$ cat src/rtl/threshold_out_buffer_if.sv
// threshold_out_buffer_if
//
// Bundles the word path through the output buffer: the capture side fed by
// the threshold processor and the bus side presented to the sink.
//
// Handshake semantics:
//   capture side : every cycle with in_rdy=1 carries one in_data word; there
//                  is no way to stall the producer.
//   bus side     : out_valid/out_ready is a strict valid/ready pair. A word
//                  transfers on every rising clk edge where out_valid and
//                  out_ready are both 1. While out_valid=1 the word on
//                  out_data is held until it transfers. out_valid never
//                  depends combinationally on out_ready.
//
// Signals:
//   in_data   word from the processor's data_out
//   in_rdy    processor's data_out_rdy
//   out_data  head-of-FIFO word, 0 whenever out_valid=0
//   out_valid FIFO non-empty
//   out_ready sink accepts the word this cycle
//
// Modports:
//   master  the buffer (consumes in_*, drives out_data/out_valid)
//   slave   the environment (drives in_* and out_ready)
interface threshold_out_buffer_if #(
   parameter int DATA_WIDTH = 32
);
   logic [DATA_WIDTH-1:0] in_data;
   logic                  in_rdy;
   logic [DATA_WIDTH-1:0] out_data;
   logic                  out_valid;
   logic                  out_ready;

   modport master (
      input  in_data,
      input  in_rdy,
      input  out_ready,
      output out_data,
      output out_valid
   );

   modport slave (
      output in_data,
      output in_rdy,
      output out_ready,
      input  out_data,
      input  out_valid
   );
endinterface

$ cat src/rtl/threshold_out_buffer.sv
// threshold_out_buffer
//
// Output buffer that sits directly behind the threshold processor. Every word
// the processor emits during a frame is captured into a first-word
// fall-through FIFO, presented to the sink over valid/ready, and counted
// against a programmed frame length. Once the last word of the frame has been
// drained, done pulses for one cycle. Words that arrive while the FIFO is full
// (and nothing is read in the same cycle) are dropped and set a sticky
// overflow flag.
//
// Ports:
//   clk          clock
//   rst_n        asynchronous active-low reset
//   start        one-cycle pulse, begins a frame (honoured only in IDLE)
//   abort        synchronous flush back to IDLE, highest priority
//   frame_words  words expected this frame, sampled when start is accepted
//   bus          word path (threshold_out_buffer_if.master)
//   busy         high while collecting or draining
//   done         one-cycle pulse once the frame is fully drained
//   overflow     sticky; a word arrived while the FIFO was full
//   level        FIFO occupancy, 0..DEPTH
//   state_dbg    current FSM state (IDLE=0, COLLECT=1, DRAIN=2, DONE=3)
//
// out_valid, out_data, done, busy and level are decoded from registered
// state and pointers only; out_ready and in_rdy influence next-state only.
module threshold_out_buffer #(
   parameter int DATA_WIDTH = 32,
   parameter int DEPTH      = 16,
   parameter int CNT_WIDTH  = 16
) (
   input  logic                     clk,
   input  logic                     rst_n,
   input  logic                     start,
   input  logic                     abort,
   input  logic [CNT_WIDTH-1:0]     frame_words,
   threshold_out_buffer_if.master   bus,
   output logic                     busy,
   output logic                     done,
   output logic                     overflow,
   output logic [$clog2(DEPTH):0]   level,
   output logic [1:0]               state_dbg
);

   localparam int AW = $clog2(DEPTH);
   localparam int PW = AW + 1;

   typedef enum logic [1:0] {
      ST_IDLE    = 2'd0,
      ST_COLLECT = 2'd1,
      ST_DRAIN   = 2'd2,
      ST_DONE    = 2'd3
   } state_t;

   state_t                state_q;
   state_t                state_d;

   logic [DATA_WIDTH-1:0] mem [DEPTH];
   logic [PW-1:0]         wr_ptr_q;
   logic [PW-1:0]         rd_ptr_q;
   logic [PW-1:0]         level_w;

   logic [CNT_WIDTH-1:0]  in_cnt_q;
   logic [CNT_WIDTH-1:0]  frame_q;
   logic                  overflow_q;

   logic                  fifo_empty;
   logic                  fifo_full;
   logic                  rd_en;
   logic                  wr_en;
   logic                  in_evt;
   logic                  last_word;
   logic                  drop;
   logic                  start_acc;

   // ---------------------------------------------------------------------
   // FIFO status. The extra pointer bit is a wrap flag: equal addresses with
   // equal wrap bits mean empty, with differing wrap bits mean full.
   // ---------------------------------------------------------------------
   assign fifo_empty = (wr_ptr_q == rd_ptr_q);
   assign fifo_full  = (wr_ptr_q[AW-1:0] == rd_ptr_q[AW-1:0]) &&
                       (wr_ptr_q[AW] != rd_ptr_q[AW]);
   assign level_w    = wr_ptr_q - rd_ptr_q;

   // A read is a completed bus handshake; an empty FIFO never reads because
   // out_valid is low.
   assign rd_en = !fifo_empty && bus.out_ready;

   // Only COLLECT listens to the producer. Once the final word of the frame
   // is seen the FSM leaves COLLECT, so extra words are never counted.
   assign in_evt    = (state_q == ST_COLLECT) && bus.in_rdy;
   assign last_word = in_evt && ((in_cnt_q + CNT_WIDTH'(1)) == frame_q);

   // A full FIFO still accepts a word when a read frees a slot at the same
   // edge; otherwise the word is lost but still counts toward the frame.
   assign wr_en = in_evt && !abort && (!fifo_full || rd_en);
   assign drop  = in_evt && fifo_full && !rd_en;

   assign start_acc = (state_q == ST_IDLE) && start && !abort;

   // ---------------------------------------------------------------------
   // FSM state register
   // ---------------------------------------------------------------------
   always_ff @(posedge clk or negedge rst_n) begin
      if (!rst_n) begin
         state_q <= ST_IDLE;
      end else begin
         state_q <= state_d;
      end
   end

   // ---------------------------------------------------------------------
   // FSM next state
   // ---------------------------------------------------------------------
   always_comb begin
      state_d = state_q;
      case (state_q)
         ST_IDLE: begin
            if (start) begin
               if (frame_words == '0) begin
                  state_d = ST_DONE;
               end else begin
                  state_d = ST_COLLECT;
               end
            end
         end
         ST_COLLECT: begin
            if (last_word) begin
               state_d = ST_DRAIN;
            end
         end
         ST_DRAIN: begin
            // Finish when the FIFO is already empty or the final word is
            // being handed over at this edge.
            if (fifo_empty || (rd_en && (level_w == PW'(1)))) begin
               state_d = ST_DONE;
            end
         end
         ST_DONE: begin
            state_d = ST_IDLE;
         end
         default: begin
            state_d = ST_IDLE;
         end
      endcase
      if (abort) begin
         state_d = ST_IDLE;
      end
   end

   // ---------------------------------------------------------------------
   // Pointers, frame counter and overflow flag
   // ---------------------------------------------------------------------
   always_ff @(posedge clk or negedge rst_n) begin
      if (!rst_n) begin
         wr_ptr_q   <= '0;
         rd_ptr_q   <= '0;
         in_cnt_q   <= '0;
         frame_q    <= '0;
         overflow_q <= 1'b0;
      end else if (abort) begin
         wr_ptr_q   <= '0;
         rd_ptr_q   <= '0;
         in_cnt_q   <= '0;
         overflow_q <= 1'b0;
      end else begin
         if (wr_en) begin
            wr_ptr_q <= wr_ptr_q + PW'(1);
         end
         if (rd_en) begin
            rd_ptr_q <= rd_ptr_q + PW'(1);
         end
         if (start_acc) begin
            frame_q    <= frame_words;
            in_cnt_q   <= '0;
            overflow_q <= 1'b0;
         end else begin
            if (in_evt) begin
               in_cnt_q <= in_cnt_q + CNT_WIDTH'(1);
            end
            if (drop) begin
               overflow_q <= 1'b1;
            end
         end
      end
   end

   // Storage has no reset; visibility is governed entirely by the pointers.
   always_ff @(posedge clk) begin
      if (wr_en) begin
         mem[wr_ptr_q[AW-1:0]] <= bus.in_data;
      end
   end

   // ---------------------------------------------------------------------
   // Outputs
   // ---------------------------------------------------------------------
   assign bus.out_valid = !fifo_empty;
   assign bus.out_data  = fifo_empty ? '0 : mem[rd_ptr_q[AW-1:0]];
   assign busy          = (state_q == ST_COLLECT) || (state_q == ST_DRAIN);
   assign done          = (state_q == ST_DONE);
   assign overflow      = overflow_q;
   assign level         = level_w;
   assign state_dbg     = state_q;

endmodule

$ cat src/flat_wrapper.sv
// flat-port wrapper written by rule: the top's interface ports become plain ports
module threshold_out_buffer_flat 
#(
   parameter int DATA_WIDTH = 32,
   parameter int DEPTH      = 16,
   parameter int CNT_WIDTH  = 16
)
  (clk, rst_n, start, abort, frame_words, busy, done, overflow, level, state_dbg, bus_in_data, bus_in_rdy, bus_out_ready, bus_out_data, bus_out_valid);
  threshold_out_buffer_if #(.DATA_WIDTH(DATA_WIDTH)) bus_i ();
  input  logic clk;
  input  logic rst_n;
  input  logic start;
  input  logic abort;
  input  logic [CNT_WIDTH-1:0] frame_words;
  output logic busy;
  output logic done;
  output logic overflow;
  output logic [$clog2(DEPTH):0] level;
  output logic [1:0] state_dbg;
  input wire logic [$bits(bus_i.in_data)-1:0] bus_in_data;
  input wire logic [$bits(bus_i.in_rdy)-1:0] bus_in_rdy;
  input wire logic [$bits(bus_i.out_ready)-1:0] bus_out_ready;
  output wire logic [$bits(bus_i.out_data)-1:0] bus_out_data;
  output wire logic [$bits(bus_i.out_valid)-1:0] bus_out_valid;
  assign bus_i.in_data = bus_in_data;
  assign bus_i.in_rdy = bus_in_rdy;
  assign bus_i.out_ready = bus_out_ready;
  assign bus_out_data = bus_i.out_data;
  assign bus_out_valid = bus_i.out_valid;
  threshold_out_buffer #(.DATA_WIDTH(DATA_WIDTH), .DEPTH(DEPTH), .CNT_WIDTH(CNT_WIDTH)) u_core (.clk(clk), .rst_n(rst_n), .start(start), .abort(abort), .frame_words(frame_words), .bus(bus_i), .busy(busy), .done(done), .overflow(overflow), .level(level), .state_dbg(state_dbg));
endmodule
$ cat config.mk
export PLATFORM = sky130hd
export DESIGN_NAME = threshold_out_buffer_flat
export DESIGN_NICKNAME = d
export VERILOG_FILES = /design/src/rtl/threshold_out_buffer_if.sv /design/src/rtl/threshold_out_buffer.sv /design/src/flat_wrapper.sv
export SDC_FILE = /design/constraint.sdc
export NUM_CORES = 1
export LEC_CHECK = 0
export ABC_AREA = 1
export BUFFER_PORTS_ARGS = -buffer_cell sky130_fd_sc_hd__buf_4
export CAP_MARGIN = 10
export CORE_UTILIZATION = 60
export DETAILED_ROUTE_END_ITERATION = 7
export PLACE_DENSITY = 0.81
export SLEW_MARGIN = 20
export SYNTH_ARGS = -nofsm -noshare
export SYNTH_HDL_FRONTEND = slang
export SYNTH_SLANG_ARGS = --single-unit
$ cat constraint.sdc
create_clock -name clk -period 4.1 [get_ports clk]
set_input_delay 0.82 -clock clk [delete_from_list [all_inputs] [get_ports clk]]
set_output_delay 0.82 -clock clk [all_outputs]
set_load 0.01 [all_outputs]
# [Word level (Yosys, flattened, before mapping)]
# Memories as Yosys holds them, arrays and structs flattened.
# Cells that the tools add are included.
[word_totals] reg_bits=45 mem_count=1 mem_bits_rw=512
[classes] n_reduce_logical=26 n_eq_ne=11 muxes=19 n_bitwise=1 addsub=4
[mem_list] memory="u_core.mem" depth=16 width=32 read_ports=1 rd_clocked_by_memory_dff=0 wr=1 line="threshold_out_buffer.sv:57" text="logic [DATA_WIDTH-1:0] mem [DEPTH];"
[ops] cell="$mux 16" n=3
[ops] cell="$mux 32" n=1
[ops] cell="$mux 5" n=4
[ops] cell="$add 16x1->16 const B" n=1
[ops] cell="$eq 16x16->1" n=1
[ops] cell="$logic_not 16->1" n=1
[ops] cell="$logic_and 1x1->1" n=11
[ops] cell="$add 5x1->5 const B" n=2
[ops] cell="$mux 2" n=5
[ops] cell="$pmux 2 s4" n=1
[ops] cell="$ne 3x2->1 const B" n=2
[ops] cell="$reduce_bool 3->1" n=2
[ops] cell="$eq 5x1->1 const B" n=1
[ops] cell="$eq 5x5->1" n=1
[ops] cell="$mux 1" n=5
[ops] cell="$sub 5x5->5" n=1
[ops] cell="$eq 2x2->1 const B" n=2
[ops] cell="$eq 4x4->1" n=1
[ops] cell="$logic_not 1->1" n=4
[ops] cell="$reduce_bool 2->1" n=2
[ops] cell="$logic_or 1x1->1" n=3
[ops] cell="$ne 3x3->1 const B" n=1
[ops] cell="$reduce_and 3->1" n=1
[ops] cell="$eq 2x1->1 const B" n=1
[ops] cell="4 further kinds" n=4

# [Longest topological paths before layout]
[depth] ltp_word=8 depth_mapped=16 depth_no_buf=16

# [Least setup slack after synthesis]
# No wires, ideal clock.
[synth_timing] path_type="register to register" startpoint="reg u_core.rd_ptr_q[1]" endpoint="mem u_core.mem[15][0], enable pin" synth_period_minus_slack_ps=3702 setup_slack_ps=398 t_required_ps=3676 t_arrival_ps=3278 stages_incl_launch_ff=10 path_buffers=2 path_cell_list="dfrtp_1 inv_1 clkbuf_1 clkbuf_1 ha_1 nand4_1 nor2_1 nor3_4 nand2_1 nor2_1"
[synth_via] elab_chain_len=7 word_cells_on_any_way=10 classes_between="eq/ne: 2; mux: 2; reduce/logical: 6"
[synth_lines] item="start, declared" line="threshold_out_buffer.sv:59" text="logic [PW-1:0] rd_ptr_q;"
[synth_lines] item="start signal, assigned" line="threshold_out_buffer.sv:170" text="rd_ptr_q <= rd_ptr_q + PW'(1);"
[synth_lines] item="$eq 5x5->1 / $eq 4x4->1 (equally long branches)" line="threshold_out_buffer.sv:79, threshold_out_buffer.sv:80"
[synth_lines] item="$logic_not 1->1 / $logic_and 1x1->1 (equally long branches)" line="threshold_out_buffer.sv:86, threshold_out_buffer.sv:80"
[synth_lines] item="$logic_and 1x1->1 / $logic_not 1->1 (equally long branches)" line="threshold_out_buffer.sv:86, threshold_out_buffer.sv:95"
[synth_lines] item="$logic_or 1x1->1 (*)" line="threshold_out_buffer.sv:95" text="assign wr_en = in_evt && !abort && (!fifo_full || rd_en);"
[synth_lines] item="$logic_and 1x1->1 (*)" line="threshold_out_buffer.sv:95"
[synth_lines] item="$mux 1 (*)" line="threshold_out_buffer.sv:189" text="if (wr_en) begin"
[synth_lines] item="$mux 1 (not written as such) (*)" line="threshold_out_buffer.sv:190" text="mem[wr_ptr_q[AW-1:0]] <= bus.in_data;"
[synth_lines] item="end, declared" line="threshold_out_buffer.sv:57"
# Mark *: on every way between the ends. The rest lies on a longest branch, timed or not.

# [Worst setup path in the final report]
[layout_timing] startpoint="reg u_core.rd_ptr_q[0]" endpoint="out bus_out_data[11]"
[layout_via] elab_chain_len=2 word_cells_on_any_way=3 classes_between="eq/ne: 1; mux: 1; memory: 1"
[layout_lines] item="$mem_v2 16x32 / $eq 5x5->1 (equally long branches)"
[layout_lines] item="$mux 32 (*)" line="threshold_out_buffer.sv:198" text="assign bus.out_data = fifo_empty ? '0 : mem[rd_ptr_q[AW-1:0]];"
[layout_lines] item="end, declared" line="flat_wrapper.sv:23" text="output wire logic [$bits(bus_i.out_data)-1:0] bus_out_data;"
# Marks and branches as above.

==> impl_metrics.ini <==
[status]
status = finished clean

[setup_path]
r2r_cells = 8
reg2reg_to = u_core.mem[4][26]
crit_fanout = 81
r2r_slack_ns = 0.85
worstPathRequired_ns = 3.28
cp_slowest_stage_delay_ns = 0.63
criticalPathCategory = flip-flop to primary output
worstPathArrival_ns = 3.14
cp-endpoint = bus_out_data[11]
cpMaxStageDelayCell = dfrtp_4
cp_cell_sequence = inv_6 -> buf_4 -> o21ai_0 -> o22ai_1 -> nand2_1 -> a31oi_1 -> buf_4
critPathCaptureType = primary output
critPathLaunchType = flip-flop
crit_start = u_core.rd_ptr_q[0]
path_common_cell = buf_4
worstReg2RegStart = u_core.rd_ptr_q[1]

[global_routing]
grt_remaining_overflow = 0
grt_pass1_wl_mm = 84.8
track_usage = 0.294
grt_max_degree = 135
antenna_found_initial = 1
first_global_vias = 15000

[synthesis]
synthesis.area_um2 = 22600
synthDistinctLibCells = 36
synth-async-reset-ratio = 0.0808
synth_area_leaders = edfxtp_1 (68%), o21ai_0 (6.1%), nor2_1 (5.2%), dfrtp_1 (5.0%), nand2_1 (2.7%)
postSynthCellCount = 1794
yosysTopAreaCell = edfxtp_1
yosysTopAreaCellShare = 0.681
synth_seq_cells = 557
synth_edf_count = 512
synth.avg_cell_area_um2 = 12.6
ys_seq_area_frac = 0.731
synthTopCellsByCount = edfxtp_1 (512), nor2_1 (311), o21ai_0 (276)
synth.most_common_cell = edfxtp_1
ys_warn_count = 0
synthFlopType = edfxtp_1
synth_fp_nets = 1863

[layout]
nets = 1950
finish.utilization = 0.703
synthToLayoutAreaGrowth_pct = 14.6
drive_gt1_frac = 0.136
nFillCells = 2324

[placement]
hpwlAfterDp_mm = 29.4
io_buffers = 96
globalplace.congestion = 0.866

[floorplan]
die_y_um = 196
dieWidth_um = 196
core_um2 = 36800
start_util = 0.613
rows = 70
ios = 97
die-area_um2 = 38400

[clock_tree]
cts_root_buf = clkbuf_16
clk_path_buf_depth = 3
post_cts_buffers = 0
insertion_delay_ns = 0.59
cts_made_buffers = 53
cts.sinks = 557
cts_tree = yes
clk_pin_slew_ns = 0.06
htree_levels = 2

[timing]
setup_tns_ns = 0
setup-violations-final = 0
fmax_mhz = 253
rsz0062_at_grt = no
hold_viol = 0
max_slew.worst_pin.slew_ns = 0.856
slew_headroom = 0.428
fin_skew_ns = 0.0228
slew_violations = 0
fin_crit_sh = 0.965
fin_crit_ns = 3.96

[drt]
remaining_drc_errors = 0
drt-total-wl_mm = 55.9
vias = 15400
drt-pass1-iter-count = 8
drtAntennaViolNets = 0
drtIter0Drc = 1894
wl_per_cell_um = 23.4
vias_per_cell = 6.45

[pwr]
p_leak_nw = 8.78
power_density_nw_per_um2 = 614
peakVddDrop_v = 0.000770

[flow_run]
maxCapViolations = 0

[min_path]
min_path_type = input pin to async pin
[worst max-delay path, delay by kind of cell, from the launching register on]
kind / cells / cell delay (ns)
simple gates: 1 / 0.13
compound gates: 3 / 0.66
flops: 1 / 0.63
buf+inv: 3 / 1.05
[power by group]
part | leakage [nW] | switching [mW] | internal, mW
clock | 0.874 | 2.10 | 2.98
sequential | 5.18 | 0.132 | 6.35
combinational | 2.72 | 2.86 | 1.46
[worst min-delay path by stage]
stage / startpoint / cells after the start / end / slack, ns
floorplan: u_core.wr_ptr_q[4] / 1 / u_core.wr_ptr_q[4] / 0.45
global placement: u_core.frame_q[3] / 2 / u_core.frame_q[3] / 0.48
detailed placement: u_core.wr_ptr_q[4] / 1 / u_core.wr_ptr_q[4] / 0.49
CTS: rst_n / 1 / u_core.frame_q[1] / 0.24
global route: rst_n / 1 / u_core.frame_q[1] / 0.27
finish: rst_n / 1 / u_core.frame_q[1] / 0.24
[logic make-up (layout without fill, tap and decap cells)]
family,count (synthesis),count (layout),share of synthesized area
AND/OR/NAND/NOR,571,571,0.105
flip-flops,557,557,0.731
AO/OA/AOI/OAI,480,480,0.124
buffers and inverters,162,291,0.0282
adder cells (fa/ha/maj),15,15,0.00865
XOR/XNOR,7,7,0.00272
multiplexers,2,2,0.000998
other,0,1,0
[registers in the layout (all words and copies together) (netlist names)]
name / cells
u_core.mem: 512
u_core.frame_q: 16
u_core.in_cnt_q: 16
u_core.rd_ptr_q: 5
u_core.wr_ptr_q: 5
u_core.state_dbg: 2
u_core.overflow: 1
[layer usage]
| layer | global-route usage | wire (um) |
|---|---|---|
| met1 | 0.403 | 20900 |
| met2 | 0.469 | 26500 |
| met3 | 0.0617 | 6720 |
| met4 | 0.110 | 1730 |
| met5 | 0 | 0 |
[area by class of cell]
class                      count  area (um^2)  area share
sequential                   557        16500       0.639
multi-input combinational   1075         5560       0.215
clock buffer                  58         1370      0.0528
timing repair buffer         139         1160      0.0449
tap                          468          586      0.0226
clock inverter                39          455      0.0176
inverter                      55          213     0.00823
antenna                        1         2.50   0.0000968
[repair_timing]
| item | 4_1_cts | 5_1_grt |
|---|---|---|
| gates resized for setup | 0 | 1 |
| setup endpoints to repair | 0 | 3 |
| hold buffers | 0 | 0 |
| endpoints found under the hold margin | 0 | 0 |
[metrics by stage]
stage	instances	area, um^2	worst slack (ns)	hold slack, ns	power (mW)
6_report	2392	25900	0.143	0.235	15.9
4_1_cts	2391	25800	0.0497	0.241	15.9
3_3_place_gp	2294	24000	0.749	0.476	10.6
5_1_grt	2391	25900	0.0232	0.275	16.5
3_5_place_dp	2294	24000	0.671	0.488	10.8
2_1_floorplan	1794	22600	0.398	0.454	9.20
[cell usage in the layout (no fill, tap or decap), types with 14 or more instances in the layout]
master,netlist,final
clkbuf_16,0,54
inv_1,52,50
dfrtp_1,45,42
edfxtp_1,512,512
o22ai_1,84,84
nand2_1,162,162
nor2_1,311,293
a21oi_1,17,17
nor2_4,5,23
nand3_1,60,60
ha_1,14,14
buf_4,1,129
a31oi_1,32,32
o21ai_0,276,276
o221ai_1,52,52
Power figures use the tool's default switching activity.
